[config.mk]
export PLATFORM = sky130hd
export DESIGN_NAME = operand_shifter
export DESIGN_NICKNAME = d
export VERILOG_FILES = /design/src/rtl/operand_shifter.sv
export SDC_FILE = /design/constraint.sdc
export NUM_CORES = 1
export LEC_CHECK = 0
export CORE_MARGIN = 8
export CORE_UTILIZATION = 40
export DETAILED_ROUTE_END_ITERATION = 8
export DONT_BUFFER_PORTS = 1
export SYNTH_ARGS = -nofsm -noshare
export SYNTH_HDL_FRONTEND = slang
export SYNTH_SLANG_ARGS = --single-unit
[constraint.sdc]
create_clock -name clk -period 2.6 [get_ports clk]
set_input_delay 0 -clock clk [delete_from_list [all_inputs] [get_ports clk]]
set_output_delay 0 -clock clk [all_outputs]
set_load 0.1 [all_outputs]
[src/rtl/operand_shifter.sv]
// Iterative one-bit-per-clock LSL/LSR/ASR/ROR shifter feeding the ALU B operand.
// Define SHIFTER_RRX_EN to make ROR #0 perform a single-step RRX.
module operand_shifter #(
    parameter int WIDTH = 32,
    parameter int AMT_W = 5
) (
    input  logic             clk,
    input  logic             rst,
    input  logic             start,
    input  logic [1:0]       shType,
    input  logic [AMT_W-1:0] shAmt,
    input  logic [WIDTH-1:0] inVal,
    input  logic             carryIn,
    output logic [WIDTH-1:0] shOut,
    output logic             shC,
    output logic             busy,
    output logic             done
);

    typedef enum logic [1:0] {
        IDLE  = 2'd0,
        SHIFT = 2'd1,
        DONE  = 2'd2
    } state_t;

    localparam logic [1:0] SH_LSL = 2'b00;
    localparam logic [1:0] SH_LSR = 2'b01;
    localparam logic [1:0] SH_ASR = 2'b10;
    localparam logic [1:0] SH_ROR = 2'b11;

    state_t             state_q, state_d;
    logic [AMT_W-1:0]   cnt_q, cnt_d;
    logic [1:0]         typ_q, typ_d;
    logic [WIDTH-1:0]   out_q, out_d;
    logic               c_q, c_d;
    logic               rrx_q, rrx_d;

    always_ff @(posedge clk) begin
        if (rst) begin
            state_q <= IDLE;
            cnt_q   <= '0;
            typ_q   <= SH_LSL;
            out_q   <= '0;
            c_q     <= 1'b0;
            rrx_q   <= 1'b0;
        end else begin
            state_q <= state_d;
            cnt_q   <= cnt_d;
            typ_q   <= typ_d;
            out_q   <= out_d;
            c_q     <= c_d;
            rrx_q   <= rrx_d;
        end
    end

    always_comb begin
        state_d = state_q;
        cnt_d   = cnt_q;
        typ_d   = typ_q;
        out_d   = out_q;
        c_d     = c_q;
        rrx_d   = rrx_q;
        unique case (state_q)
            IDLE, DONE: begin
                state_d = IDLE;
                if (start) begin
                    out_d   = inVal;
                    c_d     = carryIn;
                    typ_d   = shType;
                    cnt_d   = shAmt;
                    rrx_d   = 1'b0;
                    state_d = (shAmt == '0) ? DONE : SHIFT;
`ifdef SHIFTER_RRX_EN
                    // RRX: one rotate step with the old C flag as fill bit
                    if (shType == SH_ROR && shAmt == '0) begin
                        rrx_d   = 1'b1;
                        cnt_d   = AMT_W'(1);
                        state_d = SHIFT;
                    end
`endif
                end
            end
            SHIFT: begin
                cnt_d = cnt_q - AMT_W'(1);
                if (cnt_q == AMT_W'(1)) begin
                    state_d = DONE;
                end
                unique case (typ_q)
                    SH_LSL: begin
                        c_d   = out_q[WIDTH-1];
                        out_d = {out_q[WIDTH-2:0], 1'b0};
                    end
                    SH_LSR: begin
                        c_d   = out_q[0];
                        out_d = {1'b0, out_q[WIDTH-1:1]};
                    end
                    SH_ASR: begin
                        c_d   = out_q[0];
                        out_d = {out_q[WIDTH-1], out_q[WIDTH-1:1]};
                    end
                    SH_ROR: begin
                        c_d   = out_q[0];
                        out_d = {rrx_q ? c_q : out_q[0], out_q[WIDTH-1:1]};
                    end
                    default: begin
                        c_d   = c_q;
                        out_d = out_q;
                    end
                endcase
            end
            default: state_d = IDLE;
        endcase
    end

    assign shOut = out_q;
    assign shC   = c_q;
    assign busy  = (state_q == SHIFT);
    assign done  = (state_q == DONE);

endmodule

* Word-level counts from Yosys, hierarchy flattened
Cells that the tools add are included.
** Operators by class
- Reductions and logical operators :: 9
- Multiplexer cells :: 12
- Add/subtract/negate cells :: 1
- Equal/unequal tests :: 9
** Operators by type and width (number)
- 32-bit one-hot mux with 4 select lines :: 1
- 32-bit one-hot mux with 2 select lines :: 1
- 32-bit 2-to-1 mux :: 1
- 5-bit one-hot mux with 2 select lines :: 1
- 2-bit == test (second input constant) :: 3
- 2-bit 2-to-1 mux :: 3
- 5-bit by 1-bit == test with 1-bit output (second input constant) :: 1
- 5-bit logical NOT :: 1
- 5-bit 2-to-1 mux :: 1
- 5-bit by 1-bit subtractor with 5-bit output (second input constant) :: 1
- 2-bit by 1-bit == test with 1-bit output (second input constant) :: 2
- 2-bit logical NOT :: 2
- 2-bit != test (second input constant) :: 2
- 1-bit one-hot mux with 2 select lines :: 2
- 2-bit one-hot mux with 2 select lines :: 1
- 2-bit AND reduction :: 2
- 3-bit AND reduction :: 1
- 3-bit OR reduction :: 1
- 2-bit by 1-bit != test with 1-bit output (second input constant) :: 1
- 2-bit nonzero test :: 1
- 2-bit OR reduction :: 1
- 1-bit 2-to-1 mux :: 1
** Word-level totals
- Flip-flop bits (word level) :: 42
- Logic and storage cells :: 37
- Input bits :: 43
- Output and inout port bits :: 35

* Logic depth before layout (Yosys ltp)
- Depth in word-level cells :: 4
- Mapped depth :: 7
- Gate-level depth less buffers :: 5

* Least setup slack after synthesis
OpenSTA, ideal clock, no wires.
- Kind :: flip-flop to output port
- Start :: register state_q[1]
- End :: output done
- Arrival time :: 1.651 ns
- Slack :: 0.949 ns
- Cell stages (with the launch flop) :: 2
- Path buffers :: 0
- Data required time :: 2.600 ns
- Cell sequence :: dfxtp_1 nor2b_1
** On the way
- Longest elaborated chain between the ends :: 1
** RTL lines
- from (decl) :: line 31 : state_t state_q, state_d;
- from (signal assigned) :: line 47 : state_q <= state_d;
- 2-bit == test :: line 118 : assign done = (state_q == DONE);
- to (decl) :: line 17 : output logic done
Every way passes these cells.

* Final worst setup path
- Start :: register state_q[1]
- End :: register cnt_q[3]
** On the way
- Longest elaborated chain between the ends :: 4
- Elaborated cells on any way between the ends :: 8
- Those cells by class :: 3 x eq/ne; 1 x mux; 4 x reduce/logical
** RTL lines
- 2-bit == test / 2-bit logical NOT (equally long branches) :: line 63 : unique case (state_q)
- 2-bit OR reduction :: line 63
- 2-bit != test (no source line) / 2-bit nonzero test (equally long branches)
- 2-bit AND reduction (no source line)
- to (signal assigned) :: line 48 : cnt_q <= cnt_d;
- to (decl) :: line 32 : logic [AMT_W-1:0] cnt_q, cnt_d;
Parallel ways exist; a longest one is shown, timed or not.
A chain may end at the register's enable or synchronous reset.

==> results list <==
* Worst slew slack as a fraction of its limit: 0.6130
- The initial utilization of the core area, before any placement, comes to 0.4058.
- Clock sink count: 42
- The critical path is of the flip-flop to flip-flop type.
- Arrival time of data at the critical path endpoint: 2480 ps
* Netlist area before placement: ~2200 µm²
- Total negative setup slack: 0 ps
- The Yosys step of the flow raised 0 warnings.
- Number of hold-slack violations in the final timing report: 0
- TritonCTS built the clock tree.
- The finished cells cover approximately 2900 µm².
- Fraction of power consumed by sequential logic: 0.362
- Number of max-cap violations: 0
- In this run the static leakage power is between 1 and 1.5 nW.
* Worst vdd ir: 0.3214 mV
* Final-report max-slew violation count: 0
* Fraction of layout instances using a drive strength above 1: 0.1743
* Worst min-delay path startpoint: inVal[12]
* Clock latency reported for the late side of the worst-skew pair: approximately 280 ps
- Critical R2R Capture: cnt_q[3]
- The setup check on the worst reg-to-reg path leaves a slack of 350 ps.
- Number of instances on the worst hold path: 3
- I/O pin count: 78
- The floorplan step set the die height to roughly 90 µm.
- Number of antenna violations at the first check in global routing: 0
- The synthesized design contains 42 register bits.
- For this design the ratio of total power to cell area is 739.8 nW/µm².
* Violation count after the first detailed-route iteration: between 70 and 80
- The share of total power dissipated in the clock network is 0.184.
* Hold Path Sink: shOut[12]
- Crit share post-route: 0.8652
* Die W: around 90 µm
* Post-route ant nets: 0
* Final critical delay including setup and external delays: 2249 ps
- Global-route wire length before repair: 9956 µm
- Iteration count of the initial detailed-routing pass: 4
- Pin count of the biggest net entering global routing: 38
* Final number of setup-violating endpoints: 0
- The tree is rooted in a sky130_fd_sc_hd__clkbuf_8.
- Final hold slack: ~6.3 ps
* Post-Synthesis Cells: approximately 240
- The layout has 511 filler cells.
- Summing internal, switching and leakage power gives 2.125 mW.
- Required time worst endpoint: about 2800 ps
- Metal2 WL: 2644 µm
* DRT met1 WL: around 2700 µm
* Clock slew at the register clock pins of the worst setup and hold paths: 80 ps
* Cell Area, Placed: ~2500 µm²
* Top layer used by detailed routing: met4
- Last weighted congestion value of the routability-driven placer: ~0.76
- For this block, the via count after detailed routing is 1976.
- The clock passes through at most 2 buffers.
* Combinational Power Share: 0.455
* Area of the placeable core: roughly 5400 µm²
- Summed over all nets, wire length on met3 after detailed routing comes to 436 µm.
- Tightest Pin Transition: 579.1 ps
- Derived from the worst setup path, the maximum achievable clock frequency is 0.4446 GHz.
* Relative area change from synthesis to final layout: 30.98%
- Sort of element at the end of the critical path: flip-flop
- In this run the worst hold path is classified as primary input to flip-flop.
- Port bufs: 0
- The floorplan step defined a die boundary enclosing 8109 µm².
* Antenna diodes: 0
- The number of global-route vias before repair is 2027.
* Yosys cell types: 33
* Worst r2r path cells: 6
* Routed length per instance: 15.50 µm
* HPWL Detailed: 4070 µm
* Switching power as a share of total power: 0.4491
- Post-CTS repair changed the size of 0 cells.
* P_int: around 1.2 mW
- The routed design has 5828 µm of wire.
- Clock skew: roughly 6.2 ps
* RR Startpoint: state_q[1]
- STA classifies the critical path startpoint as a flip-flop.
* Number of H-tree levels: 2
- Tot GR Track Use: 0.1413
- Post-detailed-route DRC marker count: 0
* Via/cell ratio: 5.255
- Portion of the post-synthesis area used by sequential elements: 0.3833
- GRT overflow: 0
* Post-Synthesis Mean Instance Area: between 9 and 10 µm²
* Synthesized Nets: 288
- # nets final: 349
* Setup repair after global routing missed its margin: false
- Of all nets on the critical path, the largest fanout is 33.
- Leaving out fill and tap cells, the most frequent cell in the layout is sky130_fd_sc_hd__nor2_1.
* Status: finished clean
- Most frequent cells in the layout: sky130_fd_sc_hd__nor2_1, sky130_fd_sc_hd__dfxtp_1, sky130_fd_sc_hd__buf_4
* Std-Cell Rows: 27
* TritonCTS buffer count: 5
- Net switching power: 0.9544 mW
-- routing by layer --
layer / up-vias / global-route usage
li1: 1002 / -
met1: 902 / 0.1720
met2: 66 / 0.2325
met3: 6 / 0.05154
met4: 0 / 0.02913
met5: - / 0
-- critical path, stage by stage, from the launching register on --
cell	delay [ps]
sky130_fd_sc_hd__dfxtp_1	310
sky130_fd_sc_hd__nand2b_1	370
sky130_fd_sc_hd__clkinv_8	130
sky130_fd_sc_hd__buf_4	490
sky130_fd_sc_hd__a32oi_1	180
sky130_fd_sc_hd__a21oi_1	150
sky130_fd_sc_hd__dlygate4sd3_1	570
-- kinds of logic (layout without fill, tap and decap cells) --
| group | count (synthesis) | in the layout | share of synthesized area |
|---|---|---|---|
| compound gates | 80 | 80 | 0.2504 |
| simple gates | 61 | 61 | 0.1284 |
| fa+ha+maj | 2 | 2 | 0.01141 |
| flops | 42 | 42 | 0.3833 |
| mux | 34 | 34 | 0.1557 |
| buf+inv | 24 | 85 | 0.07073 |
-- per-stage QoR --
stage	setup WS [ps]	cells	util
after global placement	716.3	337	0.4581
after global routing	227.1	376	0.5315
after detailed placement	676.8	337	0.4581
final	350.6	376	0.5315
after CTS	381.9	376	0.5315
after floorplan	949.5	243	-
-- power groups by stage --
stage                     sequential, mW  combinational (mW)  clock [mW]
after CTS                          0.769               0.970       0.411
final                              0.769               0.966       0.390
after global placement             0.783               0.920           0
after detailed placement           0.784               0.925           0
after floorplan                     1.22               0.332           0
after global routing               0.779                1.02       0.431
-- flip-flops by register name, summed over array words and instances (netlist names) --
name and flops:
typ_q 2, shC 1, shOut 32, state_q 2, cnt_q 5
-- worst max-delay path by stage --
stage,startpoint,endpoint
after floorplan,state_q[1],done
after global placement,state_q[1],shOut[31]
after detailed placement,state_q[1],shOut[31]
after CTS,state_q[1],cnt_q[3]
after global routing,state_q[1],cnt_q[3]
final,state_q[1],cnt_q[3]
-- final cells by class --
type                    instances  area, µm²  share of cell area
multi-input cells             177       1206              0.4199
inverters                       5      31.28             0.01089
repair buffers                 73      628.1              0.2186
clock buffers                   7      76.32             0.02657
well taps                      72      90.09             0.03136
flip-flops and latches         42      840.8              0.2927
-- synthesized netlist by cell type --
cell type	count	area [µm²]
sky130_fd_sc_hd__nor2_1	44	165.2
sky130_fd_sc_hd__dfxtp_1	42	840.8
sky130_fd_sc_hd__a21oi_1	37	185.2
sky130_fd_sc_hd__mux2i_1	33	330.3
sky130_fd_sc_hd__a22o_1	31	271.5
sky130_fd_sc_hd__buf_2	9	45.04
sky130_fd_sc_hd__buf_4	7	52.55
sky130_fd_sc_hd__inv_1	4	15.01
sky130_fd_sc_hd__nand2_1	3	11.26
sky130_fd_sc_hd__o21ai_0	3	15.01
sky130_fd_sc_hd__a221oi_1	2	17.52
sky130_fd_sc_hd__a22oi_1	2	15.01
sky130_fd_sc_hd__buf_6	2	22.52
sky130_fd_sc_hd__ha_1	2	25.02
sky130_fd_sc_hd__nand2b_1	2	12.51
sky130_fd_sc_hd__nor2_4	2	22.52
sky130_fd_sc_hd__nor3_1	2	10.01
sky130_fd_sc_hd__a2111o_1	1	11.26
sky130_fd_sc_hd__a311o_1	1	10.01
sky130_fd_sc_hd__a32oi_1	1	8.760
sky130_fd_sc_hd__and2b_4	1	10.01
sky130_fd_sc_hd__clkbuf_1	1	3.750
sky130_fd_sc_hd__clkinv_8	1	16.27
sky130_fd_sc_hd__mux2_1	1	11.26
sky130_fd_sc_hd__nand3_1	1	5.000
sky130_fd_sc_hd__nand3b_1	1	7.510
sky130_fd_sc_hd__nor2_2	1	6.260
sky130_fd_sc_hd__nor2b_1	1	6.260
sky130_fd_sc_hd__nor3_2	1	10.01
sky130_fd_sc_hd__nor3b_1	1	7.510
sky130_fd_sc_hd__o21a_1	1	7.510
sky130_fd_sc_hd__o31ai_1	1	7.510
sky130_fd_sc_hd__or4_1	1	7.510
-- what timing repair did --
item                                   in CTS  in global routing
buffers inserted                            0                  0
endpoints found under the hold margin      33                  0
hold buffers                               32                  0
Power figures use the tool's default switching activity.
